$ cat config.mk
export PLATFORM = sky130hd
export DESIGN_NAME = nios_pio_irq
export DESIGN_NICKNAME = d
export VERILOG_FILES = /design/src/rtl/nios_pio_irq.sv
export SDC_FILE = /design/constraint.sdc
export NUM_CORES = 1
export LEC_CHECK = 0
export ABC_AREA = 1
export BUFFER_PORTS_ARGS = -buffer_cell sky130_fd_sc_hd__buf_4
export CORE_UTILIZATION = 35
export DETAILED_ROUTE_END_ITERATION = 6
export HOLD_SLACK_MARGIN = 0.06
export MAX_ROUTING_LAYER = met4
export SYNTH_ARGS = -nofsm -noshare
export SYNTH_HDL_FRONTEND = slang
export SYNTH_SLANG_ARGS = --single-unit
$ cat constraint.sdc
create_clock -name clk -period 1 [get_ports clk]
set_input_delay 0.1 -clock clk [delete_from_list [all_inputs] [get_ports clk]]
set_output_delay 0.1 -clock clk [all_outputs]
set_load 0.02 [all_outputs]
$ cat src/rtl/nios_pio_irq.sv
// Parallel I/O port with output/direction registers, synchronized input,
// per-bit edge capture and a maskable interrupt for an Avalon-style slave bus.
module nios_pio_irq #(
  parameter int          DATA_W    = 9,
  parameter logic [31:0] RESET_VAL = 32'h0,
  parameter int          EDGE_TYPE = 0,
  parameter int          IRQ_TYPE  = 0
) (
  input  logic              clk,
  input  logic              reset_n,
  input  logic [2:0]        address,
  input  logic              chipselect,
  input  logic              write_n,
  input  logic [31:0]       writedata,
  output logic [31:0]       readdata,
  input  logic [DATA_W-1:0] in_port,
  output logic [DATA_W-1:0] out_port,
  output logic [DATA_W-1:0] oe,
  output logic              irq
);

  localparam logic [2:0] ADDR_DATA = 3'd0;
  localparam logic [2:0] ADDR_DIR  = 3'd1;
  localparam logic [2:0] ADDR_MASK = 3'd2;
  localparam logic [2:0] ADDR_EDGE = 3'd3;
  localparam logic [2:0] ADDR_SET  = 3'd4;
  localparam logic [2:0] ADDR_CLR  = 3'd5;

  logic [DATA_W-1:0] out_q, out_d;
  logic [DATA_W-1:0] dir_q, dir_d;
  logic [DATA_W-1:0] mask_q, mask_d;
  logic [DATA_W-1:0] edge_q, edge_d;
  logic [DATA_W-1:0] s1_q, s2_q, p_q;
  logic [1:0]        warm_q, warm_d;

  logic              wr;
  logic [DATA_W-1:0] wd;
  logic [DATA_W-1:0] w1c;
  logic [DATA_W-1:0] det;
  logic              det_en;
  logic [31:0]       rd;
  logic              unused_wd;

  function automatic logic [DATA_W-1:0] edge_detect(input logic [DATA_W-1:0] cur,
                                                    input logic [DATA_W-1:0] prev);
    case (EDGE_TYPE)
      1:       edge_detect = ~cur & prev;
      2:       edge_detect = cur ^ prev;
      default: edge_detect = cur & ~prev;
    endcase
  endfunction

  assign wr        = chipselect & ~write_n;
  assign wd        = writedata[DATA_W-1:0];
  assign unused_wd = &{1'b0, writedata};
  assign w1c       = (wr && address == ADDR_EDGE) ? wd : '0;
  assign det       = edge_detect(s2_q, p_q);
  // Synchronizer and previous-value flops come out of reset at zero; hold off
  // detection until they have been refilled from the pins.
  assign det_en    = (warm_q == 2'd3);

  always_comb begin
    out_d  = out_q;
    dir_d  = dir_q;
    mask_d = mask_q;
    if (wr) begin
      case (address)
        ADDR_DATA: out_d  = wd;
        ADDR_DIR:  dir_d  = wd;
        ADDR_MASK: mask_d = wd;
        ADDR_SET:  out_d  = out_q | wd;
        ADDR_CLR:  out_d  = out_q & ~wd;
        default:   ;
      endcase
    end
    // A fresh detection overrides a simultaneous write-one-to-clear.
    edge_d = (edge_q & ~w1c) | (det_en ? det : '0);
    warm_d = det_en ? warm_q : warm_q + 2'd1;
  end

  always_ff @(posedge clk or negedge reset_n) begin
    if (!reset_n) begin
      out_q  <= RESET_VAL[DATA_W-1:0];
      dir_q  <= '0;
      mask_q <= '0;
      edge_q <= '0;
      s1_q   <= '0;
      s2_q   <= '0;
      p_q    <= '0;
      warm_q <= 2'd0;
    end else begin
      out_q  <= out_d;
      dir_q  <= dir_d;
      mask_q <= mask_d;
      edge_q <= edge_d;
      s1_q   <= in_port;
      s2_q   <= s1_q;
      p_q    <= s2_q;
      warm_q <= warm_d;
    end
  end

  always_comb begin
    rd = '0;
    case (address)
      ADDR_DATA: rd[DATA_W-1:0] = (dir_q & out_q) | (~dir_q & s2_q);
      ADDR_DIR:  rd[DATA_W-1:0] = dir_q;
      ADDR_MASK: rd[DATA_W-1:0] = mask_q;
      ADDR_EDGE: rd[DATA_W-1:0] = edge_q;
      default:   rd = '0;
    endcase
  end

  assign readdata = rd;
  assign out_port = out_q;
  assign oe       = dir_q;

  generate
    if (IRQ_TYPE == 1) begin : g_irq_level
      assign irq = |(s2_q & mask_q);
    end else begin : g_irq_edge
      assign irq = |(edge_q & mask_q);
    end
  endgenerate

endmodule
# Word-level counts from Yosys, hierarchy flattened
# Cells that the tools add are included.
# W data, S select, Z words.
[op_classes]
addsub = 1
eq_ne = 6
muxes = 4
n_bitwise = 15
reduce_logical = 7
[op_table]
columns = ["op", "count"]
rows = [
  ["$and A9 B9 Y9", 6],
  ["$not A9 Y9", 4],
  ["$pmux W9 S4", 1],
  ["$or A9 B9 Y9", 3],
  ["$pmux W9 S3", 1],
  ["$mux W9", 2],
  ["$reduce_or A9 Y1", 1],
  ["$eq A3 B2 Y1 const B", 2],
  ["$eq A3 B3 Y1 const B", 2],
  ["$reduce_and A2 Y1", 3],
  ["$eq A3 B1 Y1 const B", 1],
  ["$logic_not A3 Y1", 1],
  ["$reduce_bool A3 Y1", 1],
  ["$add A2 B1 Y2 const B", 1],
  ["$eq A2 B2 Y1 const B", 1],
  ["$and A1 B1 Y1", 1],
  ["$logic_and A1 B1 Y1", 1],
  ["$not A1 Y1", 1],
]
[word_totals]
reg_bits = 65
output_inout_bits = 51
word_cells = 41

# Longest topological paths before layout
# Gate-level depths: netlist of run 1.
[depth]
depth_word = 7
mapped_depth = 7
mapped_depth_nobuf = 7

# Least setup slack after synthesis of run 1
# No wires, ideal clock.
[synth_timing]
path_type = "reg2reg"
start = "register warm_q[0]"
end = "register edge_q[0]"
arrival_ns = 0.980
required_time_ns = 0.917
slack_ns = -0.062
path_stages_with_launch = 5
period_less_slack_ns = 1.062
cell_sequence = "dfrtp_1 ha_1 clkbuf_1 nand2_1 o21ai_0"
[synth_between]
elab_chain_len = 3
[synth_lines]
columns = ["item", "line", "rtl"]
rows = [
  ["start: declaration", "34", "logic [1:0] warm_q, warm_d;"],
  ["start signal: assignment", "99", "warm_q <= warm_d;"],
  ["$eq A2 B2 Y1", "60", "assign det_en = (warm_q == 2'd3);"],
  ["$mux W9", "77", "edge_d = (edge_q & ~w1c) | (det_en ? det : '0);"],
  ["$or A9 B9 Y9", "77", ""],
  ["via edge_d[0]", "32", "logic [DATA_W-1:0] edge_q, edge_d;"],
  ["end signal: assignment", "95", "edge_q <= edge_d;"],
  ["end: declaration", "32", ""],
]
# The timed path passes the listed nets, and every way through them passes these cells.
# A chain may end at the register's enable or synchronous reset.

# Final worst setup path of run 1
[layout_timing]
start = "register edge_q[1]"
end = "output irq"
[layout_between]
elab_chain_len = 2
[layout_lines]
columns = ["item", "line", "rtl"]
rows = [
  ["$and A9 B9 Y9", "122", "assign irq = |(edge_q & mask_q);"],
  ["$reduce_or A9 Y1", "122", ""],
  ["end: declaration", "19", "output logic irq"],
]
# Every way passes these cells.

==> results.md, run 1 <==
* Fin Setup TNS at -5.14 ns
* Die height at 95.2 microns
* Die area at 9060 sq um
* Total length of routed wires at 8.00 mm
* YS warnings at 0
* Top FF cell, synth: dfrtp_1
* Top cell type's share of synthesized area at 0.535
* # port buffers at 52
* Ports at 99
* Net Sw Frac at 0.312
* Initial core utilization at 0.366
* Later-pin clock latency in the skew report at 0.34 ns
* DRT iter0 DRCs at 191
* Slack of the critical path at -0.394 ns
* Global-route wire length before repair at 12.3 mm
* Routed Antenna Nets at 0
* Max Fclk at 717 MHz
* CTS root buffer: clkbuf_8
* Yosys cell types at 20
* Design internal power at 0.00491 W
* Pwr/cell area at 1540 nW/um^2
* GRT Util Overall at 0.192
* Clock sinks at 65
* R2r endpoint: warm_q[1]
* Worst Hold Path Cells at 4
* Clock power share at 0.243
* Synth area leaders: dfrtp_1 (53%), nand2_1 (16%), buf_4 (5.7%)
* Failing checks: setup timing
* Worst path arrival time at 1.29 ns
* Placer Congestion at 0.848
* Crit path capture type: output pin
* Via count at 2793
* Core area at 8300 sq um
* Crit Path Max Fanout at 2
* Share of cells above drive strength 1 at 0.382
* Synth cell count leaders: nand2_1 (127), dfrtp_1 (65), inv_1 (27)
* Place WS at -0.220 ns
* Die width at 95.2 microns
* Ys async rst share at 1.00
* DR DRC count at 0
* CTS tree: yes
* HP Class: in2reg
* H-Tree Depth at 3
* CP Launch Type: flip-flop
* Cells on worst reg2reg path at 2
* Post-route core utilization at 0.557
* Fin crit share at 1.39
* Post-synth EDFFs at 0
* Number of vias per cell at 4.63
* Yosys reg bits at 65
* Mapped Cells at 349
* Final Hold Fails at 0
* Psw at 0.00222 W
* Comb power frac at 0.313
* Post-DP HPWL at 5.48 mm
* DR pass1 iterations at 5
* Total CTS buffers at 9
* Outcome: finished with violations
* CTS clk-pin slew, worst paths at 0.06 ns
* Max Buffers Root-to-Sink at 2
* Final Slew Violations at 0
* GRT Residual Overflow at 0
* Critical path required time at 0.90 ns
* WL per Instance at 13.3 microns
* Post-Route Skew at 0.00580 ns
* Vias in the first global route at 2552
* Max VDD drop at 895 uV
* Final antenna diode count at 0
* Syn_area_per_cell at 8.71 sq um
* Mapped cell area at 3040 sq um
* Net total in the final layout at 546
* Initial antenna violation count at 0
* Post-route minimum period at 1.39 ns
* CP Class: reg2out
* Synthesis-to-layout area growth at 52.0%
* Leakage at 2.37 nW
* # rows at 33
* Min-Delay Startpoint: writedata[0]
* Final setup violating endpoints at 29
* Sequential Power Share at 0.443
* Flop2flop setup slack at -0.02 ns
* Seq/Total Area, Yosys at 0.535
* Largest net degree at the start of global routing at 30
* Endpoint, Worst Hold: edge_q[0]
* RSZ-0062 raised after global routing: true
* Count leader, synth: nand2_1
* Max Cap Viol at 0
* Largest area contributor in the netlist: dfrtp_1
* RR Startpoint: warm_q[0]
metal layers:
metal,GRT usage,routed length [microns]
met5,-,0
met4,0.0833,217
met3,0.0343,308
met2,0.304,3940
met1,0.242,3540
kinds of logic after synthesis:
kind of cell               share of synthesized area
and+or+nand+nor                                0.261
DFF                                            0.535
buffers and inverters                          0.106
AOI/OAI and AO/OA                             0.0864
adders and majority gates                    0.00411
other                                        0.00123
xor gates and xnor gates                     0.00288
muxes                                        0.00370
repair_timing:
action                     in CTS  in global routing
setup endpoints to repair      39                 36
gates cloned                    0                  1
resized for setup              51                 41
pin swaps                      23                 20
hold endpoints to repair       86                  0
setup buffers                  12                 12
hold buffers                   17                  0
stage by stage:
stage                     cells  area [sq um]  power [W]  hold WS, ns
after floorplan             371          3120    0.00408       -0.196
after global placement      560          3940    0.00497       0.0234
after detailed placement    560          3940    0.00499       0.0237
after CTS                   596          4460    0.00710       0.0688
after global routing        603          4620    0.00751       0.0657
final                       603          4620    0.00714       0.0631
cell usage in the layout, fill, tap and decap left out, drive strengths merged:
cell         synthesis  routed
nand4               19      19
clkinv               0       2
conb                 1      23
mux2                 1       1
nand2              129     129
ha                   1       1
nor2                18      18
inv                 28      28
o21ai               38      38
dlygate4sd3          0      17
dfrtp               65      65
xnor2                1       1
nor3                 2       2
clkbuf               3      11
buf                 27     127
nand3               15      15
a21oi                1       1
power by group through the flow:
stage                     Combinational (W)  Sequential (W)  Clock [W]
after global routing                0.00244         0.00320    0.00187
after global placement              0.00179         0.00317          0
after CTS                           0.00214         0.00315    0.00182
final                               0.00223         0.00316    0.00174
after floorplan                    0.000750         0.00333          0
after detailed placement            0.00181         0.00318          0
state kept, by name (all words and copies together) (netlist names):
name      count
edge_q        9
warm_q        2
p_q           9
mask_q        9
out_port      9
s1_q          9
oe            9
s2_q          9
how the worst max path moves through the flow:
stage               start           to  cells after the start
2_1_floorplan   warm_q[1]    warm_q[1]                      2
4_1_cts         edge_q[8]          irq                      5
5_1_grt         edge_q[8]          irq                      5
6_report        edge_q[1]          irq                      5
3_3_place_gp   address[2]  readdata[4]                      6
3_5_place_dp   address[2]  readdata[2]                      6
worst max-delay path, stage by stage, from the launching register on:
cell and delay [ns]:
dfrtp_1 0.40, nand2_2 0.09, nand3_2 0.07, nor2_2 0.10, nand4_1 0.11, buf_4 0.18
final cells by class:
cell class	count	area (sq um)
fill	748	3680
clock inverter	2	10.0
tap	105	131
timing repair buffer	145	1350
sequential	65	1630
multi-input combinational	248	1270
clock buffer	10	128
inverter	28	108
No activity file was read; power rests on OpenSTA's default activity.
==> run 2, diff against run 1 <==
--- a/config.mk
+++ b/config.mk
@@ -7,10 +7,13 @@
 export LEC_CHECK = 0
 export ABC_AREA = 1
 export BUFFER_PORTS_ARGS = -buffer_cell sky130_fd_sc_hd__buf_4
-export CORE_UTILIZATION = 35
+export CELL_PAD_IN_SITES_DETAIL_PLACEMENT = 1
+export CELL_PAD_IN_SITES_GLOBAL_PLACEMENT = 1
+export CORE_UTILIZATION = 33
 export DETAILED_ROUTE_END_ITERATION = 6
 export HOLD_SLACK_MARGIN = 0.06
 export MAX_ROUTING_LAYER = met4
+export PLACE_DENSITY_LB_ADDON = 0.1
 export SYNTH_ARGS = -nofsm -noshare
 export SYNTH_HDL_FRONTEND = slang
 export SYNTH_SLANG_ARGS = --single-unit
==> constraint.sdc (replaced) <==
create_clock -name clk -period 1 [get_ports clk]
set_input_delay 0.2 -clock clk [delete_from_list [all_inputs] [get_ports clk]]
set_output_delay 0.2 -clock clk [all_outputs]
set_load 0.02 [all_outputs]
==> run 2 against run 1 <==
  * The flow finishes with violations (DRC, setup timing)
  * Clock power up 18%
  * Cell count up 1.7%
  * Clock-buffer cell count unchanged
  * Power up 6.6%
  * Global-route usage up 2.0 points
  * Fmax down 7.6%
  * Non-clock buffer count up 3
  * Via count up 1.3%
  * Hold slack better by 0.012 ns
  * Clock skew up 0.0063 ns
  * Critical path type unchanged
==> results.md, run 2 (synthesis results as in run 1) <==
* Crit path max-delay cell type: dfrtp_1
* Net total in the final layout at 549
* Total CTS buffers at 9
* Most frequent cells in the layout: nand2_1 (109), buf_4 (91), dfrtp_1 (48)
* Share of cells above drive strength 1 at 0.469
* Fin crit share at 1.51
* Die area at 9600 sq um
* Slack of the critical path at -0.508 ns
* Crit path capture type: output pin
* DR DRC count at 5
* H-Tree Depth at 3
* Core area at 8810 sq um
* Max VDD drop at 938 uV
* Failing checks: DRC, setup timing
* Global-route wire length before repair at 14.8 mm
* CTS root buffer: clkbuf_8
* CP Class: reg2out
* Final antenna diode count at 0
* Max Cap Viol at 0
* RSZ-0062 raised after global routing: true
* Crit-path cells: nand2_2 > nand3_2 > nor2_2 > nand4_1 > buf_4
* Worst path arrival time at 1.31 ns
* Post-route core utilization at 0.536
* Post-route minimum period at 1.51 ns
* Later-pin clock latency in the skew report at 0.36 ns
* DR pass1 iterations at 6
* Die height at 98.0 microns
* Vias in the first global route at 2942
* Fin area at 4720 sq um
* Final setup violating endpoints at 34
* CP Launch Type: flip-flop
* Initial core utilization at 0.345
* # port buffers at 52
* Pwr/cell area at 1610 nW/um^2
* Max Fclk at 663 MHz
* Via count at 2829
* Ports at 99
* Clock sinks at 65
* Post-DP HPWL at 6.60 mm
* CTS tree: yes
* WHS at 0.0752 ns
* Max Buffers Root-to-Sink at 2
* # fillers at 1062
* WL per Instance at 15.7 microns
* Place WS at -0.347 ns
* # rows at 34
* CTS clk-pin slew, worst paths at 0.08 ns
* Placer Congestion at 0.770
* Outcome: finished with violations
* Largest net degree at the start of global routing at 33
* Number of vias per cell at 4.62
* CP peak stage delay at 0.39 ns
* Total length of routed wires at 9.61 mm
* GRT Residual Overflow at 0
* Commonest non-fill, non-tap cell in the layout: nand2_1
* Final Hold Fails at 0
* Final Slew Violations at 0
* HP Class: in2reg
* Initial antenna violation count at 0
* Critical path required time at 0.80 ns
* Post-Route Skew at 0.0121 ns
* DRT iter0 DRCs at 79
* Routed Antenna Nets at 0
* Die width at 98.0 microns
* Leakage at 2.36 nW
* Crit Path Max Fanout at 2
* Placed cell areas at 4060 sq um
* GRT Util Overall at 0.212
* Synthesis-to-layout area growth at 55.3%
## run 2: area by class of cell
| type | instances | area, sq um | share of cell area |
|---|---|---|---|
| clock buffer | 10 | 138 | 0.0291 |
| clock inverter | 6 | 42.5 | 0.00901 |
| inverter | 28 | 118 | 0.0249 |
| multi-input combinational | 248 | 1310 | 0.277 |
| sequential | 65 | 1650 | 0.349 |
| tap | 108 | 135 | 0.0286 |
| timing repair buffer | 148 | 1330 | 0.282 |
## run 2: critical path, delay by kind of cell (launching register included)
family	cells	cell delay, ns
buffers and inverters	1	0.17
flip-flops	1	0.39
AND/OR/NAND/NOR	4	0.40
## run 2: what timing repair did
item | 4_1_cts | 5_1_grt
setup buffers | 4 | 14
endpoints found under the hold margin | 74 | 0
gates resized for setup | 53 | 52
hold buffers | 10 | 0
pin swaps | 21 | 22
setup endpoints to repair | 40 | 43
## run 2: power by group
group | switching [W] | internal, W | total (W)
Combinational | 0.00115 | 0.00119 | 0.00234
Clock | 0.00109 | 0.000969 | 0.00206
Sequential | 0.000265 | 0.00294 | 0.00320
## run 2: per-layer routing
layer	GRT usage	vias to the layer above	routed length, microns
li1	-	1375	-
met1	0.270	1372	4310
met2	0.339	66	4790
met3	0.0308	16	340
met4	0.0897	0	170
met5	-	-	0
## run 2: worst paths after layout
path                            slack [ns]  depth (start not counted)           to         start
worst max-delay path                 -0.51                          5          irq     edge_q[1]
worst min-delay path                  0.08                          3  out_port[8]  writedata[8]
worst max register to register       -0.05                          2    warm_q[1]     warm_q[1]
worst min register to register        0.35                          0      s2_q[1]       s1_q[1]
max in group asynchronous             0.37                          3  out_port[3]       reset_n
min in group asynchronous             0.20                          2      s1_q[4]       reset_n
## run 2: through the flow
stage	TNS, ns	std cells	power (W)
5_1_grt	-10.23	613	0.00800
3_3_place_gp	-12.20	577	0.00503
6_report	-8.60	613	0.00761
2_1_floorplan	-0.466	371	0.00412
4_1_cts	-8.54	605	0.00748
3_5_place_dp	-13.28	577	0.00508
